===== config.mk =====
export PLATFORM = sky130hd
export DESIGN_NAME = freq_meter_flat
export DESIGN_NICKNAME = d
export VERILOG_FILES = /design/src/rtl/freq_meter_if.sv /design/src/rtl/freq_meter.sv /design/src/flat_wrapper.sv
export SDC_FILE = /design/constraint.sdc
export NUM_CORES = 1
export LEC_CHECK = 0
export ABC_AREA = 1
export CAP_MARGIN = 25
export CORE_AREA = 8 8 154 156
export DETAILED_ROUTE_END_ITERATION = 10
export DIE_AREA = 0 0 162 164
export PLACE_DENSITY = 0.42
export SYNTH_ARGS = -nofsm -noshare
export SYNTH_HDL_FRONTEND = slang
export SYNTH_SLANG_ARGS = --single-unit

===== constraint.sdc =====
create_clock -name CLK -period 1.7 [get_ports CLK]
set_input_delay 0.255 -clock CLK [delete_from_list [all_inputs] [get_ports CLK]]
set_output_delay 0.255 -clock CLK [all_outputs]
set_load 0.05 [all_outputs]

===== src/rtl/freq_meter_if.sv =====
// Control and result handshake bundle for the gate-window frequency meter.
interface freq_meter_if #(
   parameter int unsigned CNT_W = 32
);
   logic             start;
   logic             cont;
   logic             ack;
   logic [CNT_W-1:0] freq_out;
   logic             freq_valid;
   logic             sat;
   logic             overrun;
   logic             busy;

   // Controller / result consumer side
   modport master (
      output start, cont, ack,
      input  freq_out, freq_valid, sat, overrun, busy
   );

   // Meter side
   modport slave (
      input  start, cont, ack,
      output freq_out, freq_valid, sat, overrun, busy
   );
endinterface


===== src/rtl/freq_meter.sv =====
// Gate-window frequency meter: counts synchronized rising edges of sig_in over
// GATE_CYCLES clocks and publishes the count with a valid/ack handshake.
module freq_meter #(
   parameter int unsigned GATE_CYCLES = 50000000,
   parameter int unsigned CNT_W       = 32
) (
   input  logic         CLK,
   input  logic         reset,
   input  logic         sig_in,
   freq_meter_if.slave  bus
);

   localparam int unsigned GW = (GATE_CYCLES > 2) ? $clog2(GATE_CYCLES) : 1;
   localparam logic [GW-1:0] GateLast = GW'(GATE_CYCLES - 1);

   typedef enum logic [1:0] {StIdle, StGate, StDone} state_e;

   logic             s1_q, s2_q, s3_q;
   logic             edge_d;
   state_e           state_q;
   logic [GW-1:0]    gate_cnt_q;
   logic [CNT_W-1:0] edge_cnt_q;
   logic             sat_int_q;
   logic [CNT_W-1:0] freq_out_q;
   logic             freq_valid_q;
   logic             sat_q;
   logic             overrun_q;
   logic             busy_q;

   // Two-flop synchronizer plus history flop for rising-edge detection
   always_ff @(posedge CLK) begin
      if (reset) begin
         s1_q <= 1'b0;
         s2_q <= 1'b0;
         s3_q <= 1'b0;
      end else begin
         s1_q <= sig_in;
         s2_q <= s1_q;
         s3_q <= s2_q;
      end
   end

   assign edge_d = s2_q & ~s3_q;

   // Measurement FSM with registered result and handshake outputs
   always_ff @(posedge CLK) begin
      if (reset) begin
         state_q      <= StIdle;
         gate_cnt_q   <= '0;
         edge_cnt_q   <= '0;
         sat_int_q    <= 1'b0;
         freq_out_q   <= '0;
         freq_valid_q <= 1'b0;
         sat_q        <= 1'b0;
         overrun_q    <= 1'b0;
         busy_q       <= 1'b0;
      end else begin
         // Consumer ack; DONE overrides this below when a new result lands
         if (freq_valid_q && bus.ack) begin
            freq_valid_q <= 1'b0;
         end

         unique case (state_q)
            StIdle: begin
               if (bus.start || bus.cont) begin
                  state_q    <= StGate;
                  gate_cnt_q <= '0;
                  edge_cnt_q <= '0;
                  sat_int_q  <= 1'b0;
                  busy_q     <= 1'b1;
               end
            end

            StGate: begin
               if (edge_d) begin
                  if (&edge_cnt_q) begin
                     // Edge lost at full scale: flag the window as saturated
                     sat_int_q <= 1'b1;
                  end else begin
                     edge_cnt_q <= edge_cnt_q + 1'b1;
                  end
               end
               if (gate_cnt_q == GateLast) begin
                  state_q <= StDone;
               end else begin
                  gate_cnt_q <= gate_cnt_q + 1'b1;
               end
            end

            StDone: begin
               freq_out_q   <= edge_cnt_q;
               sat_q        <= sat_int_q;
               freq_valid_q <= 1'b1;
               overrun_q    <= freq_valid_q & ~bus.ack;
               if (bus.cont) begin
                  state_q    <= StGate;
                  gate_cnt_q <= '0;
                  edge_cnt_q <= '0;
                  sat_int_q  <= 1'b0;
               end else begin
                  state_q <= StIdle;
                  busy_q  <= 1'b0;
               end
            end

            default: begin
               state_q <= StIdle;
               busy_q  <= 1'b0;
            end
         endcase
      end
   end

   assign bus.freq_out   = freq_out_q;
   assign bus.freq_valid = freq_valid_q;
   assign bus.sat        = sat_q;
   assign bus.overrun    = overrun_q;
   assign bus.busy       = busy_q;

endmodule


===== src/flat_wrapper.sv =====
// flat-port wrapper written by rule: the top's interface ports become plain ports
module freq_meter_flat 
#(
   parameter int unsigned GATE_CYCLES = 50000000,
   parameter int unsigned CNT_W       = 32
)
  (CLK, reset, sig_in, bus_start, bus_cont, bus_ack, bus_freq_out, bus_freq_valid, bus_sat, bus_overrun, bus_busy);
  freq_meter_if #(.CNT_W(CNT_W)) bus_i ();
  input  logic CLK;
  input  logic reset;
  input  logic sig_in;
  input wire logic [$bits(bus_i.start)-1:0] bus_start;
  input wire logic [$bits(bus_i.cont)-1:0] bus_cont;
  input wire logic [$bits(bus_i.ack)-1:0] bus_ack;
  output wire logic [$bits(bus_i.freq_out)-1:0] bus_freq_out;
  output wire logic [$bits(bus_i.freq_valid)-1:0] bus_freq_valid;
  output wire logic [$bits(bus_i.sat)-1:0] bus_sat;
  output wire logic [$bits(bus_i.overrun)-1:0] bus_overrun;
  output wire logic [$bits(bus_i.busy)-1:0] bus_busy;
  assign bus_i.start = bus_start;
  assign bus_i.cont = bus_cont;
  assign bus_i.ack = bus_ack;
  assign bus_freq_out = bus_i.freq_out;
  assign bus_freq_valid = bus_i.freq_valid;
  assign bus_sat = bus_i.sat;
  assign bus_overrun = bus_i.overrun;
  assign bus_busy = bus_i.busy;
  freq_meter #(.GATE_CYCLES(GATE_CYCLES), .CNT_W(CNT_W)) u_core (.CLK(CLK), .reset(reset), .sig_in(sig_in), .bus(bus_i));
endmodule

== Yosys cells after proc, flatten, opt, wreduce, memory -nomap -nowiden ==
Cells that the tools add are included.
Storage, ports and cells
  flip-flop bits (word level): 100
  output and inout port bits: 36
  logic and storage cells: 64
Cells by class
  add/subtract/negate cells: 2
  equality and inequality tests: 11
  mux-type cells: 23
  bitwise logic cells: 5
  reductions and logical operators: 11
Operators with widths (number)
  32-bit two-way mux: 4
  32-bit one-hot mux with 3 select lines: 1
  26-bit two-way mux: 3
  26-bit one-hot mux with 3 select lines: 1
  32-bit by 1-bit adder with 32-bit output, second input constant: 1
  32-bit AND reduction: 1
  26-bit by 1-bit adder with 26-bit output, second input constant: 1
  26-bit == test, second input constant: 1
  5-bit AND reduction: 2
  1-bit two-way mux: 9
  2-bit by 1-bit != test with 1-bit output, second input constant: 4
  2-bit != test, second input constant: 4
  1-bit one-hot mux with 3 select lines: 2
  2-bit one-hot mux with 3 select lines: 1
  2-bit two-way mux: 2
  4-bit AND reduction: 1
  1-bit NOT: 3
  3-bit AND reduction: 1
  3-bit nonzero test: 1
  1-bit bitwise AND: 2
  2-bit by 1-bit == test with 1-bit output, second input constant: 1
  2-bit == test, second input constant: 1
  2-bit zero test: 1
  2-bit AND reduction: 1
  3 further kinds: 3

== Logic depth before layout (Yosys ltp) ==
  depth in word-level cells: 4
  mapped depth: 13
  depth with buffers taken out: 12

== Worst setup path before layout ==
OpenSTA, ideal clock, no wires.
  kind: register to register
  start: register u_core.edge_cnt_q[0]
  end: register u_core.edge_cnt_q[4]
  arrival time: 1.612 ns
  data required time: 1.583 ns
  setup slack: -0.029 ns
  stages on the path, launching flop included: 12
  path buffers: 1
  period minus slack after synthesis: 1.729 ns
  cells stage by stage: dfxtp_1 -> ha_1 -> nand2_2 -> nor2_4 -> nand2_4 -> nor2_8 -> nand2_4 -> nand2_8 -> nand2_4 -> buf_6 -> a21oi_1 -> nor2_1
Between the ends
  longest elaborated chain between the ends: 4
  elaborated cells on any way between the ends: 7
  classes of those cells: add/sub (1); eq/ne (1); mux (3); reduce/logical (2)
RTL lines
  start: declaration: RTL line freq_meter.sv:22  | logic [CNT_W-1:0] edge_cnt_q;
  start signal: assignment: RTL line freq_meter.sv:80  | edge_cnt_q <= edge_cnt_q + 1'b1;
  32-bit by 1-bit adder with 32-bit output: RTL line freq_meter.sv:80
  32-bit two-way mux: RTL line freq_meter.sv:76  | if (&edge_cnt_q) begin
  32-bit two-way mux: RTL line freq_meter.sv:75  | if (edge_d) begin
  32-bit one-hot mux with 3 select lines: RTL line freq_meter.sv:63  | unique case (state_q)
Parallel ways exist; a longest one is shown, timed or not. The select of a mux whose other input is x is not followed.
A chain may end at the register's enable or synchronous reset.

== Final worst setup path ==
  start: register u_core.edge_cnt_q[14]
  end: register u_core.edge_cnt_q[4]
Between the ends
  longest elaborated chain between the ends: 3
RTL lines (RTL line)
  32-bit AND reduction: freq_meter.sv:76
  2-bit != test (no source line)
  5-bit AND reduction (no source line)
No other way between the ends.

==> run summary <==
The run finished with clean final reports. The count of cells in the finished layout, fillers not included, comes to 1243. The type of the worst setup path is reg2reg. The number of unique standard cell types used by synthesis is 36. The signal on the critical path passes through nand2_1 -> inv_2 -> nand4_2 -> nor2_8 -> nand2_4 -> nand2_8 -> nand2_8 -> buf_12 -> a21oi_1 -> nor2_1. The worst setup path is captured at a register.

The gate count after technology mapping is 798. The floorplan step set the die width to 162 µm. The I/O pin total came out at 42.

The worst setup skew after layout came out at 0.0105 ns. The proportion of total power due to net switching is 24.6%. The number of storage elements in the synthesis netlist is 100. The worst hold-check slack came out at 0.405 ns. At the end of routability-driven placement, the weighted congestion stood at 0.790. The number of enable-type register cells in the synthesized netlist is 0. The count of input and output buffers is 41.

The transition time at the pin with the least slew margin is 0.315 ns. The clock period minus worst slack came out at 1.63 ns. The total overflow left after global routing is 0.

The clock latency on the worst-skew pair came out at 0.36 ns. Including well taps, the total number of placed cells is 1223. For this configuration, the core starts out at a cell density of 24.4%.

The via count of the first global-routing pass came out at 5136. The starting DRC count in detailed routing came out at 252. The register area share after synthesis came out at 38.5%. The total CTS buffers is 9.

The share of synthesized registers carrying an async set or reset is 0%. Clock tree synthesis selected as its root buffer the cell sky130_fd_sc_hd__clkbuf_16. The biggest fanout along the worst timing path is 11.

The H-tree generated during clock tree synthesis spans 3 levels. The worst hold path belongs to the class reg2reg. The die area came out at 26600 µm². Timing would allow up to 615 MHz. The setup TNS after final layout came out at 0 ns. Detailed routing inserted a total of 5399 vias.

The share of layout cells above drive strength 1 came out at 27.1%. The synthesized netlist occupies a cell area of 5200 µm². The total of endpoints with negative setup slack in the final report came out at 0. The peak supply drop is 469 µV. At the worst endpoint, the arrival time is 1.87 ns.

The internal cell power came out at 0.00365 W. The headroom to the max-slew limit came out at 78.8%. The count of buffering cells on the critical path with inverters included came out at 2. The number of vias per cell came out at 4.34.

The clock net sink count is 100. The buffer levels on the longest clock path is 2. For the worst setup path, the data required time is 1.95 ns. The library cell appearing most often on the critical path is sky130_fd_sc_hd__nand2_8. Setup repair after global routing could not meet its margin everywhere. The mean cell area of the mapped netlist is 6.52 µm². From synthesis to final layout, the design area changed by 41.5%. The kind of start point of the critical path is a register.

TritonCTS built the clock tree. After clock tree synthesis, the clock-pin slew on the worst setup and hold paths is 0.07 ns. Synthesis produced a netlist with a net count of 806.

Once detailed placement completed, the half-perimeter wirelength came to 13200 µm. The count of standard-cell rows came out at 54. The sum of internal, switching and leakage power came out at 0.00484 W.

The switching power summed over all nets came out at 0.00119 W. The antenna diode count came out at 0. The post-route DRC violation count came out at 0. The power per unit of standard cell area came out at 658 nW/µm².

Entering global routing, the biggest net connects 52 pins. The tool flagged a number of max-cap violations equal to 0. The most used flip-flop cell after synthesis is sky130_fd_sc_hd__dfxtp_1. The leakage dissipation came out at 3.12 nW. The first TritonRoute pass finished after 4 iterations.

The initial antenna violation count is 0. Global routing used 13.1% of the available tracks across all layers. The wire length of the first global-routing pass is 27300 µm. The placeable core region is 21400 µm². The portion of the clock cycle consumed by the worst path in the final layout came out at 95.6%. The die height is 164 µm.

The portion of total power attributed to the clock network is 42.9%. The relative contribution of combinational cells to total power is 8.3%. The sequential fraction of design power came out at 48.8%. The number of warnings issued by yosys came out at 0. The wire length after detailed routing came out at 17300 µm. The net count reported at finish is 967. The average routed wire per standard cell came out at 13.9 µm. The category of cells accounting for the largest share of critical-path delay is simple AND/OR/NAND/NOR gates. The post-detailed-route count of antenna-violating nets came out at 0. In this design, the stage delay of the slowest critical-path cell is 0.34 ns. For this design, the slowest cell found on the critical path is sky130_fd_sc_hd__dfxtp_1. The max-slew violation count came to 0.

The final number of hold-violating endpoints is 0.
[worst paths after layout]
path                         startpoint                   end  slack (ns)  cells past startpoint
setup / recovery  u_core.edge_cnt_q[14]  u_core.edge_cnt_q[4]        0.07                     10
hold reg to reg             u_core.s1_q           u_core.s2_q        0.41                      2
setup reg to reg  u_core.edge_cnt_q[14]  u_core.edge_cnt_q[4]        0.07                     10
hold / removal              u_core.s1_q           u_core.s2_q        0.41                      2
[cell usage in the layout (no fill, tap or decap), drive strengths merged, types with 2 or more instances in the layout]
cell type,n
nand3b,7
nor3,13
a21oi,57
inv,90
buf,170
o21ai,68
ha,2
nand4,15
clkbuf,12
clkinv,3
nand2,187
nor2,150
nand3,61
dfxtp,100
clkdlybuf4s50,5
xor2,12
o21bai,2
[cell usage after synthesis, types with 3 or more instances]
master | number | area [µm²]
sky130_fd_sc_hd__nand3b_1 | 7 | 52.6
sky130_fd_sc_hd__buf_6 | 4 | 45.0
sky130_fd_sc_hd__xor2_1 | 12 | 105
sky130_fd_sc_hd__nand3_1 | 61 | 305
sky130_fd_sc_hd__o21ai_1 | 4 | 20.0
sky130_fd_sc_hd__a21oi_2 | 3 | 26.3
sky130_fd_sc_hd__nor2_4 | 3 | 33.8
sky130_fd_sc_hd__nor3_1 | 13 | 65.1
sky130_fd_sc_hd__inv_1 | 86 | 323
sky130_fd_sc_hd__o21ai_0 | 64 | 320
sky130_fd_sc_hd__clkbuf_1 | 17 | 63.8
sky130_fd_sc_hd__nand2_2 | 3 | 18.8
sky130_fd_sc_hd__a21oi_1 | 54 | 270
sky130_fd_sc_hd__nand2_1 | 180 | 676
sky130_fd_sc_hd__nand4_1 | 14 | 87.6
sky130_fd_sc_hd__nor2_2 | 7 | 43.8
sky130_fd_sc_hd__nand2_4 | 3 | 33.8
sky130_fd_sc_hd__nor2_1 | 139 | 522
sky130_fd_sc_hd__inv_2 | 4 | 15.0
sky130_fd_sc_hd__dfxtp_1 | 100 | 2000
[tightest hold or removal path, delay by kind of cell, from the launching register on]
kind	cells	cell delay (ns)
buf+inv	1	0.04
flops	1	0.30
simple gates	1	0.03
[cell type report]
type | count | area (µm²)
clock buffer | 11 | 233
inverter | 91 | 342
clock inverter | 4 | 51.3
tap | 280 | 350
timing repair buffer | 176 | 1430
fill | 2402 | 14000
multi-input combinational | 581 | 2950
sequential | 100 | 2020
[sequential cells by signal, indices dropped and copies added, names as in the netlist]
signal                 cells
u_core.bus.freq_out       32
u_core.edge_cnt_q         32
u_core.gate_cnt_q         26
u_core.state_q             2
u_core.bus.busy            1
u_core.bus.freq_valid      1
u_core.bus.overrun         1
u_core.bus.sat             1
u_core.s1_q                1
u_core.s2_q                1
u_core.s3_q                1
u_core.sat_int_q           1
[logic make-up after synthesis]
| kind of cell | Yosys count | share of synthesized area (%) |
|---|---|---|
| simple gates | 437 | 36.9 |
| compound gates | 130 | 13.0 |
| buf+inv | 117 | 9.21 |
| flops | 100 | 38.5 |
| xor+xnor | 12 | 2.02 |
| fa+ha+maj | 2 | 0.481 |
[repair_timing]
| item | CTS | global route |
|---|---|---|
| hold buffers | 0 | 0 |
| pin swaps | 3 | 18 |
| gates cloned | 0 | 1 |
| endpoints found under the setup margin | 27 | 56 |
| resized for setup | 11 | 61 |
| setup buffers | 1 | 3 |
[power groups by stage]
stage               Sequential, W  Combinational [W]  Clock (W)
CTS                       0.00236           0.000377    0.00215
detailed placement        0.00242           0.000374          0
floorplan                 0.00242           0.000196          0
finish                    0.00236           0.000403    0.00208
global placement          0.00242           0.000377          0
global route              0.00236           0.000438    0.00224
[through the flow]
stage          utilization (%)  setup slack (ns)  cell area, µm²
6_report                  34.5            0.0744            7370
5_1_grt                   34.5           -0.0562            7370
4_1_cts                   33.3           0.00421            7100
3_5_place_dp              31.8            -0.345            6790
3_3_place_gp              31.8            -0.359            6790
2_1_floorplan                -            0.0130            5210
[routing by layer]
metal  global-route usage [%]  wire length, µm  vias to the layer above
met5                        0                0                        -
met4                     4.55              236                        0
met3                     1.93              476                       13
met2                     21.6             8140                       55
met1                     17.2             8420                     2445
li1                         -                -                     2886
(Power assumes the default switching activity.)
